<file path="src/rtl/perpendicularize_pkg.sv">
// Shared widths, fixed-point constants and FSM state encoding for the perpendicularize block.
package perpendicularize_pkg;

  localparam int unsigned M_W        = 25;
  localparam int unsigned B_W        = 18;
  localparam int unsigned X_W        = 11;
  localparam int unsigned Y_W        = 10;
  localparam int unsigned FRAC_BITS  = 8;
  localparam int unsigned DIV_CYCLES = 24;

  localparam int unsigned ONE_SQ = 65536;
  localparam logic [M_W-1:0] M_SAT = 25'h0FF_FFFF;
  localparam int B_MAX = 131071;
  localparam int B_MIN = -131072;

  typedef enum logic [1:0] {
    IDLE    = 2'd0,
    DIVIDE  = 2'd1,
    COMBINE = 2'd2,
    DONE    = 2'd3
  } state_e;

endpackage

</file>
<file path="src/rtl/perpendicularize_divider.sv">
// Unsigned restoring divider, one quotient bit per cycle; done_c flags the final iteration cycle.
module perpendicularize_divider #(
  parameter int unsigned N_W        = 24,
  parameter int unsigned D_W        = 25,
  parameter int unsigned DIV_CYCLES = 24
) (
  input  logic           clk_in,
  input  logic           rst_in,
  input  logic           start_in,
  input  logic [N_W-1:0] dividend_in,
  input  logic [D_W-1:0] divisor_in,
  output logic [N_W-1:0] quotient,
  output logic           done_c
);

  localparam int unsigned CNT_W = $clog2(DIV_CYCLES);

  logic             busy_q, busy_d;
  logic [CNT_W-1:0] cnt_q, cnt_d;
  logic [N_W-1:0]   quo_q, quo_d;
  logic [D_W-1:0]   rem_q, rem_d;
  logic [D_W-1:0]   div_q, div_d;
  logic [D_W:0]     trial_c;
  logic [D_W:0]     sub_c;
  logic             ge_c;

  // The dividend shifts out of quo_q's MSB while quotient bits shift in at the LSB.
  always_comb begin
    trial_c = {rem_q, quo_q[N_W-1]};
    sub_c   = trial_c - {1'b0, div_q};
    ge_c    = (trial_c >= {1'b0, div_q});
    done_c  = busy_q && (cnt_q == CNT_W'(DIV_CYCLES - 1));

    busy_d = busy_q;
    cnt_d  = cnt_q;
    quo_d  = quo_q;
    rem_d  = rem_q;
    div_d  = div_q;

    if (start_in) begin
      busy_d = 1'b1;
      cnt_d  = '0;
      quo_d  = dividend_in;
      rem_d  = '0;
      div_d  = divisor_in;
    end else if (busy_q) begin
      cnt_d = cnt_q + CNT_W'(1);
      quo_d = {quo_q[N_W-2:0], ge_c};
      rem_d = ge_c ? sub_c[D_W-1:0] : trial_c[D_W-1:0];
      if (done_c) begin
        busy_d = 1'b0;
      end
    end
  end

  always_ff @(posedge clk_in) begin
    if (rst_in) begin
      busy_q <= 1'b0;
      cnt_q  <= '0;
      quo_q  <= '0;
      rem_q  <= '0;
      div_q  <= '0;
    end else begin
      busy_q <= busy_d;
      cnt_q  <= cnt_d;
      quo_q  <= quo_d;
      rem_q  <= rem_d;
      div_q  <= div_d;
    end
  end

  assign quotient = quo_q;

endmodule

</file>
<file path="src/rtl/perpendicularize.sv">
// Perpendicular line through the centre of mass: m_out = -1/m, b_out = y_com - m_out*x_com.
// Define PERP_ROUND_EN for round-to-nearest division and product shift; default truncates/floors.
module perpendicularize
  import perpendicularize_pkg::*;
#(
  parameter int unsigned FRAC_BITS  = perpendicularize_pkg::FRAC_BITS,
  parameter int unsigned DIV_CYCLES = perpendicularize_pkg::DIV_CYCLES
) (
  input  logic                  clk_in,
  input  logic                  rst_in,
  input  logic signed [M_W-1:0] m_in,
  input  logic signed [B_W-1:0] b_in,
  input  logic        [X_W-1:0] x_com,
  input  logic        [Y_W-1:0] y_com,
  input  logic                  valid_in,
  input  logic                  tabulate_in,
  output logic signed [M_W-1:0] m_out,
  output logic signed [B_W-1:0] b_out,
  output logic                  valid_out
);

  localparam int unsigned N_W    = DIV_CYCLES;
  localparam int unsigned P_W    = M_W + X_W + 1;
  localparam int unsigned B_WIDE = P_W + 1;

  state_e state_q, state_d;

  logic                  m_neg_q, m_neg_d;
  logic                  m_zero_q, m_zero_d;
  logic [X_W-1:0]        x_q, x_d;
  logic [Y_W-1:0]        y_q, y_d;
  logic signed [M_W-1:0] m_res_q, m_res_d;
  logic signed [B_W-1:0] b_res_q, b_res_d;
  logic signed [M_W-1:0] m_out_q, m_out_d;
  logic signed [B_W-1:0] b_out_q, b_out_d;
  logic                  valid_out_q, valid_out_d;

  logic                  start_c;
  logic [M_W-1:0]        m_abs_c;
  logic [N_W-1:0]        dividend_c;
  logic [N_W-1:0]        quotient;
  logic                  div_done_c;
  logic signed [M_W-1:0] m_perp_c;
  logic signed [P_W-1:0] x_s_c;
  logic signed [P_W-1:0] prod_c;
  logic signed [P_W-1:0] shifted_c;
  logic signed [B_WIDE-1:0] b_wide_c;
  logic signed [B_W-1:0] b_sat_c;
  logic                  unused_b_c;

  // The input intercept plays no part in the perpendicular line.
  assign unused_b_c = ^b_in;

  assign start_c = (state_q == IDLE) && valid_in && !tabulate_in;
  assign m_abs_c = m_in[M_W-1] ? (M_W'(0) - M_W'(m_in)) : M_W'(m_in);

`ifdef PERP_ROUND_EN
  assign dividend_c = N_W'(ONE_SQ) + N_W'(m_abs_c >> 1);
`else
  assign dividend_c = N_W'(ONE_SQ);
`endif

  perpendicularize_divider #(
    .N_W        (N_W),
    .D_W        (M_W),
    .DIV_CYCLES (DIV_CYCLES)
  ) u_divider (
    .clk_in      (clk_in),
    .rst_in      (rst_in),
    .start_in    (start_c),
    .dividend_in (dividend_c),
    .divisor_in  (m_abs_c),
    .quotient    (quotient),
    .done_c      (div_done_c)
  );

  // Intercept arithmetic on the finished quotient; held stable by the divider once done.
  always_comb begin
    m_perp_c = m_neg_q ? $signed(M_W'(quotient)) : $signed(M_W'(0) - M_W'(quotient));
    x_s_c    = $signed(P_W'(x_q));
    prod_c   = P_W'(m_perp_c) * x_s_c;
`ifdef PERP_ROUND_EN
    prod_c   = prod_c + $signed(P_W'(1) << (FRAC_BITS - 1));
`endif
    shifted_c = prod_c >>> FRAC_BITS;
    b_wide_c  = $signed(B_WIDE'(y_q)) - B_WIDE'(shifted_c);
    if (b_wide_c > B_MAX) begin
      b_sat_c = B_W'(B_MAX);
    end else if (b_wide_c < B_MIN) begin
      b_sat_c = B_W'(B_MIN);
    end else begin
      b_sat_c = b_wide_c[B_W-1:0];
    end
  end

  always_comb begin
    state_d     = state_q;
    m_neg_d     = m_neg_q;
    m_zero_d    = m_zero_q;
    x_d         = x_q;
    y_d         = y_q;
    m_res_d     = m_res_q;
    b_res_d     = b_res_q;
    m_out_d     = m_out_q;
    b_out_d     = b_out_q;
    valid_out_d = 1'b0;

    unique case (state_q)
      IDLE: begin
        if (start_c) begin
          m_neg_d  = m_in[M_W-1];
          m_zero_d = (m_in == '0);
          x_d      = x_com;
          y_d      = y_com;
          state_d  = DIVIDE;
        end
      end
      DIVIDE: begin
        if (div_done_c) begin
          state_d = COMBINE;
        end
      end
      COMBINE: begin
        // A horizontal input has no finite reciprocal: saturate slope, line passes through y_com.
        m_res_d = m_zero_q ? $signed(M_SAT) : m_perp_c;
        b_res_d = m_zero_q ? $signed(B_W'(y_q)) : b_sat_c;
        state_d = DONE;
      end
      DONE: begin
        m_out_d     = m_res_q;
        b_out_d     = b_res_q;
        valid_out_d = 1'b1;
        state_d     = IDLE;
      end
      default: state_d = IDLE;
    endcase
  end

  always_ff @(posedge clk_in) begin
    if (rst_in) begin
      state_q     <= IDLE;
      m_neg_q     <= 1'b0;
      m_zero_q    <= 1'b0;
      x_q         <= '0;
      y_q         <= '0;
      m_res_q     <= '0;
      b_res_q     <= '0;
      m_out_q     <= '0;
      b_out_q     <= '0;
      valid_out_q <= 1'b0;
    end else begin
      state_q     <= state_d;
      m_neg_q     <= m_neg_d;
      m_zero_q    <= m_zero_d;
      x_q         <= x_d;
      y_q         <= y_d;
      m_res_q     <= m_res_d;
      b_res_q     <= b_res_d;
      m_out_q     <= m_out_d;
      b_out_q     <= b_out_d;
      valid_out_q <= valid_out_d;
    end
  end

  assign m_out     = m_out_q;
  assign b_out     = b_out_q;
  assign valid_out = valid_out_q;

endmodule

</file>
<file path="config.mk">
export PLATFORM = sky130hd
export DESIGN_NAME = perpendicularize
export DESIGN_NICKNAME = d
export VERILOG_FILES = /design/src/rtl/perpendicularize_pkg.sv /design/src/rtl/perpendicularize_divider.sv /design/src/rtl/perpendicularize.sv
export SDC_FILE = /design/constraint.sdc
export NUM_CORES = 1
export LEC_CHECK = 0
export BUFFER_PORTS_ARGS = -buffer_cell sky130_fd_sc_hd__clkbuf_2
export CAP_MARGIN = 20
export CORE_MARGIN = 1.5
export CORE_UTILIZATION = 55
export DETAILED_ROUTE_END_ITERATION = 12
export GPL_TIMING_DRIVEN = 0
export PLACE_DENSITY = 0.76
export SLEW_MARGIN = 10
export SYNTH_ARGS = -nofsm -noshare
export SYNTH_HDL_FRONTEND = slang
export SYNTH_HIERARCHICAL = 1
export SYNTH_SLANG_ARGS = --single-unit
</file>
<file path="constraint.sdc">
create_clock -name clk_in -period 8.3 [get_ports clk_in]
set_clock_uncertainty 0.2 [all_clocks]
set_input_delay 0.415 -clock clk_in [delete_from_list [all_inputs] [get_ports clk_in]]
set_output_delay 0.415 -clock clk_in [all_outputs]
set_load 0.02 [all_outputs]
</file>
Yosys cells after proc, flatten, opt, wreduce, memory -nomap -nowiden
Cells that the tools add are included.

Multiply operators: 1. Equality and inequality tests: 6. Magnitude comparators: 3. Multiplexer cells: 16. Add/subtract/negate cells: 5. Reduce and logical (&&, ||, !) cells: 10.

Operator list (count): $mux 25 (4); $mux 18 (3); $mul 25x12->37 (1); $mux 17 (2); $gt 30x18->1 const B (1); $lt 30x18->1 const B (1); $sub 11x29->30 (1); $ge 26x25->1 (1); $logic_not 25->1 (1); $sub 1x24->25 const A (1); $sub 1x25->25 const A (1); $sub 25x25->25 (1); $pmux 2 s4 (1); $add 5x1->5 const B (1); $eq 5x5->1 const B (1); $eq 2x2->1 const B (2); $mux 1 (4); $mux 2 (2); $ne 2x2->1 const B (2); $reduce_and 2->1 (2); $logic_and 1x1->1 (3); $eq 2x1->1 const B (1); $logic_not 2->1 (1); $reduce_bool 2->1 (1); 2 further kinds (2).

Input port bits: 68. Flip-flop bits (word level): 192.

Depth between registers and ports, before layout
Depth after elaboration: 8. Depth in mapped cells: 37.

By module
The synthesis kept the hierarchy.

By module, submodules not included: perpendicularize (cells an instance 1933, area an instance 16134.2 um^2, times used 1); perpendicularize_divider (cells an instance 577, area an instance 4728.3 um^2, times used 1).

Worst setup path before layout
No wires, ideal clock.

Path type: register -> register. Start: register u_divider.quo_q[0] (netlist: u_divider/quotient[0]). End: register b_res_q[16]. Setup time: 0.091 ns. Buffers on the path: 4. Cell stages (with the launch flop): 35. Data arrival time: 8.257 ns. Setup slack: -0.248 ns. Clock period less this slack: 8.548 ns. Required time: 8.009 ns. Path through: dfxtp_1 > clkbuf_1 > inv_1 > ha_1 > a21oi_1 > xor2_1 > clkbuf_1 > nand2_1 > fa_1 > inv_1 > fa_1 > ha_1 > fa_1 > inv_1 > fa_1 > inv_1 > ha_1 > buf_2 > a21oi_1 > o21ai_0 > or2_2 > xnor2_1 > fa_1 > a21o_1 > a21oi_1 > o21ai_0 > a31oi_1 > o21ai_0 > or4b_1 > a2111oi_2 > nor2_1 > o21ai_2 > buf_6 > nand3_1 > a311oi_1.

Cells in the longest elaborated chain, start to end: 8. Elaborated cells between the ends (all ways): 9. Classes of those cells: 2 x add/sub; 1 x mul; 2 x order compare; 4 x mux.

Ends and longest elaborated chain: start: declaration (RTL line perpendicularize_divider.sv:20) `logic [N_W-1:0] quo_q, quo_d;`; start signal: assignment (RTL line perpendicularize_divider.sv:66) `quo_q <= quo_d;`; $sub 1x24->25 (RTL line perpendicularize.sv:79) `m_perp_c = m_neg_q ? $signed(M_W'(quotient)) : $signed(M_W'(0) - M_W'(quotient));`; $mux 25 * (RTL line perpendicularize.sv:79); $mul 25x12->37 * (RTL line perpendicularize.sv:81) `prod_c = P_W'(m_perp_c) * x_s_c;`; $sub 11x29->30 * (RTL line perpendicularize.sv:86) `b_wide_c = $signed(B_WIDE'(y_q)) - B_WIDE'(shifted_c);`; $lt 30x18->1 (RTL line perpendicularize.sv:89) `end else if (b_wide_c < B_MIN) begin`; $mux 18 (RTL line perpendicularize.sv:89); $mux 18 * (RTL line perpendicularize.sv:87) `if (b_wide_c > B_MAX) begin`; $mux 18 * (RTL line perpendicularize.sv:126) `b_res_d = m_zero_q ? $signed(B_W'(y_q)) : b_sat_c;`; end signal: assignment (RTL line perpendicularize.sv:158) `b_res_q <= b_res_d;`; end: declaration (RTL line perpendicularize.sv:33) `logic signed [B_W-1:0] b_res_q, b_res_d;`.

Mark *: on every way between the ends. The rest lies on a longest branch, timed or not. A chain may end at the register's enable or synchronous reset.

Worst setup path after layout
Start: register u_divider.quo_q[2] (netlist: u_divider/quotient[2]). End: register b_res_q[12].

Same word-level chain as after synthesis.

==> insert_results.sql <==
INSERT INTO impl_metrics (metric_group, metric, value, unit) VALUES
('status', 'status', 'finished, violations left', ''),
('status', 'failed_checks', 'setup timing', ''),
('drt', 'routed_wirelength', '64800', 'microns'),
('global_route', 'grt_antenna_before_repair', '0', ''),
('sta', 'rsz_0062_raised_after_global_routing', 'yes', ''),
('sta', 'hold_violation_total_from_the_final_report', '0', ''),
('worst_setup_path', 'critPathCaptureType', 'flip-flop', ''),
('yosys', 'synth_top_flop_cell', 'sky130_fd_sc_hd__dfxtp_1', ''),
('yosys', 'synth_warnings', '6', ''),
('drt', 'vias', '19500', ''),
('yosys', 'yosysSeqAreaShare', '0.184', ''),
('worst_setup_path', 'worstPathArrival', '8.82', 'ns'),
('min_path', 'kind_of_path_behind_the_tightest_hold_check', 'in2reg', ''),
('worst_setup_path', 'required', '8.43', 'ns'),
('global_route', 'overall_routing_resource_usage', '0.323', ''),
('yosys', 'synth-edff-count', '0', ''),
('drt', 'viasPerCell', '5.84', ''),
('floorplanning', 'design.portCount', '112', ''),
('flow_run', 'max_cap_viol_count', '0', ''),
('drt', 'initialDrtViolationCount', '1752', ''),
('sta', 'post-route-worst-setup-slack', '-0.392', 'ns'),
('floorplanning', 'number_of_cell_rows', '71', ''),
('floorplanning', 'die_area', '39100', 'sq um'),
('drt', 'wl_per_cell', '19.4', 'microns'),
('floorplanning', 'die_height', '198', 'microns'),
('yosys', 'netlist_area', '20900', 'sq um'),
('finish', 'drive_gt1_frac', '0.209', ''),
('worst_setup_path', 'delay_of_the_slowest_critical_path_stage', '0.54', 'ns'),
('worst_setup_path', 'slowest_stage', 'sky130_fd_sc_hd__fa_1', ''),
('floorplanning', 'floorplan.initialDensity', '0.557', ''),
('yosys', 'ys_top_cells_by_count', 'sky130_fd_sc_hd__inv_1, sky130_fd_sc_hd__nand2_1, sky130_fd_sc_hd__fa_1', ''),
('cts', 'cts_htree_levels', '4', ''),
('placed_design', 'hpwl', '47500', 'microns'),
('cts', 'clock_insertion_delay_worst_skew', '0.47', 'ns'),
('floorplanning', 'die_width', '198', 'microns'),
('worst_setup_path', 'crit_path_max_fanout', '8', ''),
('finish', 'flow.area_growth_from_synthesis', '23.9', '%'),
('pwr', 'power.static_leakage', '11.5', 'nW'),
('finish', 'insertedDiodeCount', '0', ''),
('global_route', 'gr-total-overflow', '0', ''),
('sta', 'setup_violations', '17', ''),
('cts', 'cts.sink_count', '192', ''),
('cts', 'cts_buffer_depth', '2', ''),
('pwr', 'power_density', '468', 'nW/um^2'),
('global_route', 'via_count_of_the_first_global_routing_pass', '19300', ''),
('drt', 'detailedRoute.firstPassIterationCount', '5', ''),
('sta', 'max_slew_margin', '0.225', ''),
('yosys', 'synth.lib_cells_used.distinct', '95', ''),
('yosys', 'postSynthCellCount', '2510', ''),
('yosys', 'most_common_cell_in_the_netlist', 'sky130_fd_sc_hd__inv_1', ''),
('yosys', 'syn-mean-instance-area', '8.31', 'sq um'),
('sta', 'achievable-frequency', '0.115', 'GHz'),
('yosys', 'yosys.area.top_type', 'sky130_fd_sc_hd__fa_1', ''),
('placed_design', 'port-buffer-count', '91', ''),
('cts', 'tritoncts.num_buffers', '17', ''),
('cts', 'clkSlewWorstSetupHoldPaths', '0.07', 'ns'),
('sta', 'slew_violations', '0', ''),
('cts', 'cts_tree', 'built', ''),
('drt', 'postRouteAntennaNets', '0', ''),
('floorplanning', 'placeableCoreArea', '37500', 'sq um'),
('placed_design', 'global_placer_s_final_weighted_congestion', '0.938', ''),
('drt', 'drc_errors', '0', ''),
('worst_setup_path', 'timing_worst_setup_path_type', 'reg2reg', ''),
('worst_setup_path', 'setup.worst_path.start_class', 'flip-flop', ''),
('global_route', 'grt_start_max_net_pins', '19', ''),
('yosys', 'yosys-top-cells-area', 'sky130_fd_sc_hd__fa_1, sky130_fd_sc_hd__dfxtp_1, sky130_fd_sc_hd__ha_1', ''),
('worst_setup_path', 'cp_common_cell', 'sky130_fd_sc_hd__fa_1', ''),
('sta', 'final.period_utilization', '1.05', ''),
('pwr', 'irDropWorstVdd', '0.330', 'mV'),
('sta', 'finalCriticalPeriod', '8.69', 'ns'),
('global_route', 'grt_first_pass_wirelength', '98600', 'microns'),
('placed_design', 'place_ws', '-1.95', 'ns'),
('yosys', 'asyncSetResetFlopFracSynth', '0', ''),
('sta', 'setup-tns-final', '-5.91', 'ns'),
('yosys', 'synth_largest_type_area_fraction', '0.233', ''),
('cts', 'cts-root-buf', 'sky130_fd_sc_hd__clkbuf_16', ''),
('finish', 'number_of_nets_in_the_final_layout', '3251', ''),
('yosys', 'synth-seq-cells', '192', ''),
('sta', 'worst_slew_pin_slew', '1.15', 'ns');
[per-stage QoR]
step                      total power [W]  hold WS, ns  std cells  cell area (sq um)   util
final                              0.0121       0.0154       3346              25900  0.690
after global routing               0.0129       0.0259       3346              25900  0.690
after CTS                          0.0105     0.000460       3274              24700  0.659
after detailed placement          0.00787        0.261       3134              22100  0.588
after global placement            0.00770        0.248       3134              22100  0.588
after floorplan                   0.00632        0.225       2532              21000      -
[final cells by class]
cell class	instances	area [sq um]
flip-flops and latches	192	3860
inverters	326	1220
fillers	2864	11600
well taps	511	639
clock buffers	19	443
repair buffers	283	2010
multi-input cells	1868	16600
plain buffers	134	893
clock inverters	13	196
[flip-flops by register name, indices dropped and copies added, names as in the netlist]
| name | cells |
|---|---|
| b_res_q | 18 |
| u_divider/div_q | 25 |
| valid_out | 1 |
| m_zero_q | 1 |
| state_q | 2 |
| u_divider/quotient | 24 |
| u_divider/busy_q | 1 |
| u_divider/cnt_q | 5 |
| m_out | 25 |
| m_res_q | 25 |
| m_neg_q | 1 |
| b_out | 18 |
| y_q | 10 |
| x_q | 11 |
| u_divider/rem_q | 25 |
[placed cells by master (no fill, tap or decap), types with 17 or more instances in the layout]
cell type | Yosys | final
sky130_fd_sc_hd__dlygate4sd3_1 | 0 | 18
sky130_fd_sc_hd__buf_6 | 5 | 22
sky130_fd_sc_hd__nor3_1 | 26 | 18
sky130_fd_sc_hd__xnor2_1 | 64 | 53
sky130_fd_sc_hd__inv_1 | 325 | 316
sky130_fd_sc_hd__mux2i_1 | 106 | 106
sky130_fd_sc_hd__ha_1 | 118 | 95
sky130_fd_sc_hd__xor2_1 | 45 | 28
sky130_fd_sc_hd__clkbuf_1 | 114 | 71
sky130_fd_sc_hd__ha_4 | 0 | 18
sky130_fd_sc_hd__clkbuf_8 | 0 | 20
sky130_fd_sc_hd__nand2_1 | 323 | 307
sky130_fd_sc_hd__a21o_1 | 18 | 18
sky130_fd_sc_hd__dfxtp_1 | 192 | 186
sky130_fd_sc_hd__nor2_1 | 212 | 198
sky130_fd_sc_hd__a21oi_1 | 140 | 109
sky130_fd_sc_hd__conb_1 | 2 | 24
sky130_fd_sc_hd__and2_1 | 107 | 102
sky130_fd_sc_hd__clkbuf_16 | 0 | 19
sky130_fd_sc_hd__o22ai_1 | 34 | 34
sky130_fd_sc_hd__clkbuf_2 | 1 | 96
sky130_fd_sc_hd__fa_1 | 243 | 232
sky130_fd_sc_hd__nand3_1 | 24 | 21
sky130_fd_sc_hd__a21oi_2 | 3 | 22
sky130_fd_sc_hd__nand4_1 | 23 | 23
sky130_fd_sc_hd__buf_4 | 3 | 164
sky130_fd_sc_hd__o21ai_0 | 72 | 53
sky130_fd_sc_hd__nand2_2 | 1 | 17
[where the power goes]
group	leakage (nW)	total, W	internal, W	switching [W]
clock network	0.308	0.000899	0.000494	0.000405
logic	9.68	0.0100	0.00456	0.00547
registers	1.56	0.00116	0.00104	0.000118
total	11.5	0.0121	0.00609	0.00600
[routing by layer]
layer  track usage  vias up  wire length [microns]
met4         0.174        0                   3360
li1              -     8818                      -
met2         0.552      929                  31100
met3        0.0528      234                   4550
met5             0        -                      0
met1         0.389     9550                  25800
[cell families after synthesis]
| kind of cell | share of synthesized area |
|---|---|
| xor+xnor | 0.0458 |
| simple gates | 0.187 |
| compound gates | 0.139 |
| fa+ha+maj | 0.304 |
| flops | 0.184 |
| mux | 0.0516 |
| other cells | 0.000360 |
| buf+inv | 0.0885 |
[timing repair]
| item | in CTS | in global routing |
|---|---|---|
| cloned | 1 | 2 |
| gates resized for setup | 258 | 148 |
| pin swaps | 69 | 112 |
| hold buffers | 18 | 0 |
| setup endpoints to repair | 18 | 18 |
| setup buffers | 101 | 71 |
| endpoints found under the hold margin | 18 | 0 |
[critical path: cells and delay by family (launching register included)]
| kind | cells | cell delay [ns] |
|---|---|---|
| AOI/OAI and AO/OA | 9 | 1.87 |
| xor gates and xnor gates | 2 | 0.37 |
| adders and majority gates | 7 | 3.10 |
| buffers and inverters | 7 | 0.76 |
| DFF | 1 | 0.37 |
| and+or+nand+nor | 10 | 1.86 |
[worst paths after layout]
kind	from	to	slack, ns	depth (start not counted)
setup / recovery	u_divider/quotient[2]	b_res_q[12]	-0.39	35
hold / removal	x_com[1]	x_q[1]	0.02	3
setup reg to reg	u_divider/quotient[2]	b_res_q[12]	-0.39	35
hold reg to reg	y_q[0]	y_q[0]	0.29	2
Note: power is estimated with default switching activity, not from simulation.
